==> config.mk <==
export PLATFORM = sky130hd
export DESIGN_NAME = key_debounce
export DESIGN_NICKNAME = d
export VERILOG_FILES = /design/src/rtl/key_debounce.sv
export SDC_FILE = /design/constraint.sdc
export NUM_CORES = 1
export LEC_CHECK = 0
export CAP_MARGIN = 25
export CORE_MARGIN = 2
export CORE_UTILIZATION = 40
export DETAILED_ROUTE_END_ITERATION = 7
export MAX_ROUTING_LAYER = met4
export SLEW_MARGIN = 20
export SYNTH_ARGS = -nofsm -noshare
export SYNTH_HDL_FRONTEND = slang
export SYNTH_SLANG_ARGS = --single-unit
==> constraint.sdc <==
create_clock -name clk -period 2.6 [get_ports clk]
set_input_delay 0.52 -clock clk [delete_from_list [all_inputs] [get_ports clk]]
set_output_delay 0.52 -clock clk [all_outputs]
set_load 0.1 [all_outputs]
==> src/rtl/key_debounce.sv <==
// Two-channel active-low push-button synchroniser/debouncer emitting press pulses and held levels.
// Optional auto-repeat on held keys is built when KEY_REPEAT_EN is defined.
module key_debounce #(
  parameter int unsigned DEBOUNCE_CYCLES = 500000,
  parameter int unsigned REPEAT_DELAY    = 25000000,
  parameter int unsigned REPEAT_PERIOD   = 5000000,
  parameter int unsigned CNT_W           = 25
) (
  input  logic clk,
  input  logic rst,
  input  logic key0_n,
  input  logic key1_n,
  output logic k0,
  output logic k1,
  output logic held0,
  output logic held1
);

  typedef enum logic [3:0] {
    S_RELEASED    = 4'b0001,
    S_PRESS_CHK   = 4'b0010,
    S_PRESSED     = 4'b0100,
    S_RELEASE_CHK = 4'b1000
  } state_e;

  localparam logic [CNT_W-1:0] DB_LAST = CNT_W'(DEBOUNCE_CYCLES - 1);

  if (DEBOUNCE_CYCLES < 2 || 64'(DEBOUNCE_CYCLES) >= (64'd1 << CNT_W) ||
      REPEAT_DELAY < 1 || 64'(REPEAT_DELAY) >= (64'd1 << CNT_W) ||
      REPEAT_PERIOD < 1 || 64'(REPEAT_PERIOD) >= (64'd1 << CNT_W)) begin : g_param_check
    $error("key_debounce: cycle parameter out of range for CNT_W");
  end

  logic [1:0]       sync1_q, sync2_q;
  logic [1:0]       pressed;
  state_e           st_q   [2];
  state_e           st_d   [2];
  logic [CNT_W-1:0] cnt_q  [2];
  logic [CNT_W-1:0] cnt_d  [2];
  logic [1:0]       k_q, k_d;
  logic [1:0]       held_q, held_d;

`ifdef KEY_REPEAT_EN
  localparam logic [CNT_W-1:0] RD_LAST = CNT_W'(REPEAT_DELAY - 1);
  localparam logic [CNT_W-1:0] RP_LAST = CNT_W'(REPEAT_PERIOD - 1);
  logic [CNT_W-1:0] rep_cnt_q [2];
  logic [CNT_W-1:0] rep_cnt_d [2];
  logic [1:0]       rep_first_q, rep_first_d;
`endif

  assign pressed = ~sync2_q;

  always_ff @(posedge clk or posedge rst) begin
    if (rst) begin
      sync1_q <= '1;
      sync2_q <= '1;
      k_q     <= '0;
      held_q  <= '0;
      for (int unsigned i = 0; i < 2; i++) begin
        st_q[i]  <= S_RELEASED;
        cnt_q[i] <= '0;
      end
    end else begin
      sync1_q <= {key1_n, key0_n};
      sync2_q <= sync1_q;
      k_q     <= k_d;
      held_q  <= held_d;
      for (int unsigned i = 0; i < 2; i++) begin
        st_q[i]  <= st_d[i];
        cnt_q[i] <= cnt_d[i];
      end
    end
  end

`ifdef KEY_REPEAT_EN
  always_ff @(posedge clk or posedge rst) begin
    if (rst) begin
      rep_first_q <= '1;
      for (int unsigned i = 0; i < 2; i++) begin
        rep_cnt_q[i] <= '0;
      end
    end else begin
      rep_first_q <= rep_first_d;
      for (int unsigned i = 0; i < 2; i++) begin
        rep_cnt_q[i] <= rep_cnt_d[i];
      end
    end
  end
`endif

  always_comb begin
    k_d    = '0;
    held_d = '0;
`ifdef KEY_REPEAT_EN
    rep_first_d = '1;
`endif
    for (int unsigned i = 0; i < 2; i++) begin
      st_d[i]  = st_q[i];
      cnt_d[i] = cnt_q[i];
      case (st_q[i])
        S_RELEASED: begin
          if (pressed[i]) begin
            st_d[i]  = S_PRESS_CHK;
            cnt_d[i] = '0;
          end
        end
        S_PRESS_CHK: begin
          if (!pressed[i]) begin
            st_d[i] = S_RELEASED;
          end else if (cnt_q[i] == DB_LAST) begin
            st_d[i] = S_PRESSED;
            k_d[i]  = 1'b1;
          end else begin
            cnt_d[i] = cnt_q[i] + 1'b1;
          end
        end
        S_PRESSED: begin
          if (!pressed[i]) begin
            st_d[i]  = S_RELEASE_CHK;
            cnt_d[i] = '0;
          end
        end
        S_RELEASE_CHK: begin
          if (pressed[i]) begin
            st_d[i] = S_PRESSED;
          end else if (cnt_q[i] == DB_LAST) begin
            st_d[i] = S_RELEASED;
          end else begin
            cnt_d[i] = cnt_q[i] + 1'b1;
          end
        end
        default: begin
          st_d[i]  = S_RELEASED;
          cnt_d[i] = '0;
        end
      endcase
      held_d[i] = (st_d[i] == S_PRESSED) || (st_d[i] == S_RELEASE_CHK);

`ifdef KEY_REPEAT_EN
      // Repeat timing runs only across edges that stay in PRESSED; any other path restarts the full delay.
      rep_cnt_d[i] = '0;
      if (st_q[i] == S_PRESSED && st_d[i] == S_PRESSED) begin
        rep_first_d[i] = rep_first_q[i];
        if (rep_cnt_q[i] == (rep_first_q[i] ? RD_LAST : RP_LAST)) begin
          k_d[i]         = 1'b1;
          rep_first_d[i] = 1'b0;
        end else begin
          rep_cnt_d[i] = rep_cnt_q[i] + 1'b1;
        end
      end
`endif
    end
  end

  assign k0    = k_q[0];
  assign k1    = k_q[1];
  assign held0 = held_q[0];
  assign held1 = held_q[1];

endmodule

### Yosys cells after proc, flatten, opt, wreduce, memory -nomap -nowiden

Cells that the tools add are included.
Widths: inputs -> output; s select.

| word-level totals | value |
|---|---|
| output and inout bits | 4 |
| memories kept | 0 |
| input bits | 4 |
| word-level logic and storage cells | 69 |
| bits in latches | 0 |
| register bits after elaboration | 66 |
| bits in writable memories | 0 |
| memory bits (read-only) | 0 |

| operators by class | value |
|---|---|
| muxes and demuxes | 32 |
| div/mod/pow operators | 0 |
| add/subtract/negate cells | 2 |
| bitwise operators | 1 |
| reductions and logical operators | 4 |
| eq/ne operators | 22 |
| order comparisons | 0 |
| multipliers | 0 |
| shift operators | 0 |

Operator list:

| operator | count |
|---|---|
| $mux 25 | 10 |
| $pmux 25 s4 | 2 |
| $add 25x1->25 const B | 2 |
| $eq 25x19->1 const B | 2 |
| $mux 4 | 12 |
| $pmux 4 s4 | 2 |
| $eq 4x3->1 const B | 4 |
| $eq 4x4->1 const B | 4 |
| $ne 2x2->1 const B | 8 |
| $eq 4x1->1 const B | 2 |
| $eq 4x2->1 const B | 2 |
| $reduce_and 4->1 | 2 |
| $mux 1 | 6 |
| $logic_or 1x1->1 | 2 |
| $not 2->2 | 1 |

### Logic depth before layout (Yosys ltp)

| depth | value |
|---|---|
| word-level depth | 6 |
| gate-level depth with buffers | 9 |
| mapped depth without buffers | 7 |

### Worst setup path after synthesis

OpenSTA, ideal clock, no wires.

| path | value |
|---|---|
| path kind | reg-to-reg |
| start point | register st_q[0] (netlist bit) |
| end point | register cnt_q[19] (netlist bit) |
| library setup time | 0.119 ns |
| clock period less this slack | 2.028 ns |
| buffers on the path | 3 |
| path slack | 0.572 ns |
| arrival time | 1.910 ns |
| data required time | 2.481 ns |
| stages on the path, launching flop included | 10 |
| cell sequence | dfstp_2 > buf_2 > xor2_1 > a31oi_1 > o22a_1 > buf_4 > nand3_2 > buf_2 > o31a_1 > o21a_1 |

| between the ends | value |
|---|---|
| cells in the longest elaborated chain, start to end | 3 |
| elaborated cells between the ends (all ways) | 10 |
| those cells by class | eq/ne (8); mux (1); reduce/logical (1) |

Ends and longest elaborated chain:

| item | line | RTL |
|---|---|---|
| from (decl) | 36 | `state_e st_q [2];` |
| from (signal, indexed assignment) | 69 | `st_q[i] <= st_d[i];` |
| $eq 4x3->1 (tied with other cells) | 100 | `case (st_q[i])` |
| $ne 2x2->1 (no source line) | n/a |  |
| $reduce_and 4->1 (no source line) | n/a |  |
| to (signal, indexed assignment) | 70 | `cnt_q[i] <= cnt_d[i];` |
| to (decl) | 38 | `logic [CNT_W-1:0] cnt_q [2];` |

Parallel ways exist; a longest one is shown, timed or not.
A chain may end at the register's enable or synchronous reset.

### Worst setup path in the final report

Same ends and word-level chain as after synthesis.

==> results.txt <==
The tools report the synthesized area as 3590 µm². For the final database, setup skew stands at 9.80 ps. The commonest cells after synthesis are sky130_fd_sc_hd__dfrtp_1, sky130_fd_sc_hd__nor2_1, sky130_fd_sc_hd__nand2_1, sky130_fd_sc_hd__xnor2_1, sky130_fd_sc_hd__nand3_1. When the netlist entered floorplanning its net count stood at 390. The logs give 0 for the number of routed nets with antenna violations and 8 for the I/O pin count. In this run the core area contains 34 standard-cell rows.

The path class of the tightest hold or removal check is reg2reg. The die span in x came out at 98.8 µm. Number of antenna violations at the first check in global routing: 0. The minimum clock period after layout came out at 2280 ps. Power comes to 2160 µW. The endpoint type of the worst setup path is a flop. For this design the static power due to leakage is 0.00153 µW. The logs give 55 for the unique cell type count in the Yosys netlist and 25 for the pin count of the biggest net entering global routing.

The most frequently used flop master after synthesis was sky130_fd_sc_hd__dfrtp_1. The tools report the critical path startpoint category as a flop. The area share of the largest cell type after synthesis works out to 0.418.

The via count of the first global-routing pass was 2665; the placer congestion estimate was 0.828. In this run the number of H-tree levels came out at 3. Synthesis inferred 66 register bits. Setup repair after global routing left no endpoint under its margin. The async set-or-reset flop fraction in the synthesized netlist is 1.00. The flow ran to the end, and the final reports show no timing, DRC or antenna violations. The sum of net half-perimeters after detailed placement was 5110 µm. The latest clock arrival within the worst-skew pair is 340 ps, and the final setup violation count is 0. The setup slack after layout is 321 ps.

For the worst-case vdd ir drop, the log shows 294 µV. Based on the critical path, the design can be clocked at up to 0.439 GHz. The final layout contains 398 nets.

The most common cell in the synthesized netlist is sky130_fd_sc_hd__dfrtp_1. Max-cap violations in this run came to 0. Post-CTS timing repair inserted 0 buffers for setup.

The period utilization was 0.877. Counting along the longest clock path gives a buffer depth of 2. Power spread over the standard cell area amounts to 547 nW/µm². The leading area contributor after synthesis is sky130_fd_sc_hd__dfrtp_1.

For this run the aggregate overflow at the end of global routing stands at 0. The mean cell area of the mapped netlist is 9.35 µm², and the vertical extent of the die is 98.8 µm. Buffer type at the clock tree root: sky130_fd_sc_hd__clkbuf_8. For the endpoint required time on the critical path, the log shows 2830 ps. The fraction of final layout cells with drive strength greater than 1 is 0.128.

In this run, post-CTS hold repair placed 0 buffers. The average routed wire per standard cell was 14.2 µm; the number of vias per cell was 5.44. For the proportion of synthesized chip area in sequential cells, the log shows 0.462.

The final layout contains routed wiring with a total length of 7160 µm. The arrival time at the worst endpoint is 2510 ps. The critical path in this run is classified as reg2reg. For this run, design rule violations remaining after detail routing come to 0. Clock tree synthesis inserted a total of 9 buffers.

The final number of hold-violating endpoints was 0; the overall routing resource usage was 0.163. The die covers 9750 µm². For the total iterations of the first detailed-routing run, the log shows 4. Clock tree synthesis found a total of 66 sinks. The total core area was 8720 µm².

The gate count of the mapped netlist came out at 384. In this run the worst path has a maximum fanout of 13. After clock tree synthesis, the clock-pin slew on the worst setup and hold paths is 70 ps.

TritonCTS built the clock tree. OpenSTA, run right after detailed placement, puts the worst setup slack at 324 ps. The logs give 0.453 for the final core area utilization and 3770 µm² for the instance area at placement. After synthesis, the cell types taking the most area are sky130_fd_sc_hd__dfrtp_1, sky130_fd_sc_hd__xnor2_1, sky130_fd_sc_hd__nor2_1. Yosys printed 0 warnings.

The final number of max-transition violations is 0, and the max-slew headroom at the worst pin is 0.591. The run gives 12500 µm as the first-pass GRT wire length. Input and output buffers added on the ports amount to 7. After routing the design area is 3950 µm². The initial cell density of the core is 0.412, and the actual transition at the worst max-transition pin is 613 ps. The detailed router finished its first iteration with 127 violations. The number of flops mapped to enable cells by yosys works out to 0. The number of resized instances in the post-cts repair step is 0. Summing over every cut layer, the via total after detailed routing is 2745. From synthesis to final layout, the design area changed by 10.0%.

Final setup TNS: 0 ps. The number of antenna repair diodes is 0.
-- cell families after synthesis --
| family | count (synthesis) | share of synthesized area |
|---|---|---|
| compound gates | 47 | 0.0885 |
| flops | 66 | 0.462 |
| buf+inv | 22 | 0.0289 |
| simple gates | 209 | 0.320 |
| fa+ha+maj | 2 | 0.00697 |
| xor+xnor | 37 | 0.0902 |
| mux | 1 | 0.00313 |
-- final cells by class --
type / count / area [µm²]
Sequential cell: 66 / 1660
Tap cell: 108 / 135
Clock inverter: 6 / 41.3
Multi-Input combinational cell: 296 / 1830
Fill cell: 831 / 4770
Timing Repair Buffer: 12 / 123
Clock buffer: 10 / 138
Inverter: 7 / 26.3
-- path summary, 6_finish.rpt --
| check | start | to | slack [ps] | cells past startpoint |
|---|---|---|---|---|
| worst max register to register | st_q[0] | cnt_q[19] | 320 | 6 |
| worst min-delay path | sync1_q[0] | sync2_q[0] | 360 | 0 |
| worst min register to register | sync1_q[0] | sync2_q[0] | 360 | 0 |
| worst max-delay path | st_q[0] | cnt_q[19] | 320 | 6 |
| max in group asynchronous | rst | cnt_q[24] | 1550 | 3 |
| min in group asynchronous | rst | st_q[5] | 540 | 2 |
-- placed cells by master, fill, tap and decap left out, types with 3 or more instances in the layout --
| cell type | instances |
|---|---|
| sky130_fd_sc_hd__nand2b_1 | 6 |
| sky130_fd_sc_hd__nand3_1 | 22 |
| sky130_fd_sc_hd__clkdlybuf4s50_1 | 3 |
| sky130_fd_sc_hd__o31ai_1 | 3 |
| sky130_fd_sc_hd__xnor2_1 | 23 |
| sky130_fd_sc_hd__and4_1 | 4 |
| sky130_fd_sc_hd__o21ai_0 | 10 |
| sky130_fd_sc_hd__nor4b_1 | 4 |
| sky130_fd_sc_hd__nor3_1 | 19 |
| sky130_fd_sc_hd__nor3b_1 | 3 |
| sky130_fd_sc_hd__or4_1 | 3 |
| sky130_fd_sc_hd__nand4_1 | 13 |
| sky130_fd_sc_hd__dfstp_2 | 6 |
| sky130_fd_sc_hd__clkbuf_8 | 10 |
| sky130_fd_sc_hd__or3_1 | 7 |
| sky130_fd_sc_hd__buf_4 | 7 |
| sky130_fd_sc_hd__nor4_1 | 12 |
| sky130_fd_sc_hd__nor2_1 | 52 |
| sky130_fd_sc_hd__and2_1 | 3 |
| sky130_fd_sc_hd__inv_1 | 6 |
| sky130_fd_sc_hd__o311ai_0 | 3 |
| sky130_fd_sc_hd__and3_1 | 10 |
| sky130_fd_sc_hd__or2_2 | 4 |
| sky130_fd_sc_hd__a21oi_1 | 16 |
| sky130_fd_sc_hd__clkinvlp_4 | 3 |
| sky130_fd_sc_hd__dfrtp_1 | 60 |
| sky130_fd_sc_hd__xor2_1 | 14 |
| sky130_fd_sc_hd__nand2_1 | 31 |
-- flip-flops by register name, summed over array words and instances (netlist names) --
register	count
sync1_q	2
sync2_q	2
cnt_q	50
st_q	8
k_q	2
held_q	2
-- through the flow --
| step | hold slack (ps) | std cells |
|---|---|---|
| 2_1_floorplan | 345 | 384 |
| 3_3_place_gp | 346 | 489 |
| 3_5_place_dp | 350 | 489 |
| 4_1_cts | 361 | 505 |
| 5_1_grt | 367 | 505 |
| 6_report | 358 | 505 |
-- critical path, stage by stage (launching register included) --
cell	delay (ps)
sky130_fd_sc_hd__dfstp_2	640
sky130_fd_sc_hd__xor2_1	90
sky130_fd_sc_hd__a31oi_1	220
sky130_fd_sc_hd__o22a_1	380
sky130_fd_sc_hd__nand3_2	290
sky130_fd_sc_hd__o31a_1	350
sky130_fd_sc_hd__o21a_1	190
-- report_power, final --
part	internal [µW]	switching (µW)
registers	1060	49.6
logic	90.0	168
clock network	371	417
total	1520	635
-- metal layers --
| layer | vias up | wire [µm] | GRT usage |
|---|---|---|---|
| met5 | - | 0 | - |
| met4 | 0 | 122 | 0.0601 |
| met3 | 13 | 197 | 0.0390 |
| met2 | 40 | 3430 | 0.257 |
| met1 | 1297 | 3410 | 0.206 |
| li1 | 1395 | - | - |
(Power assumes the default switching activity.)
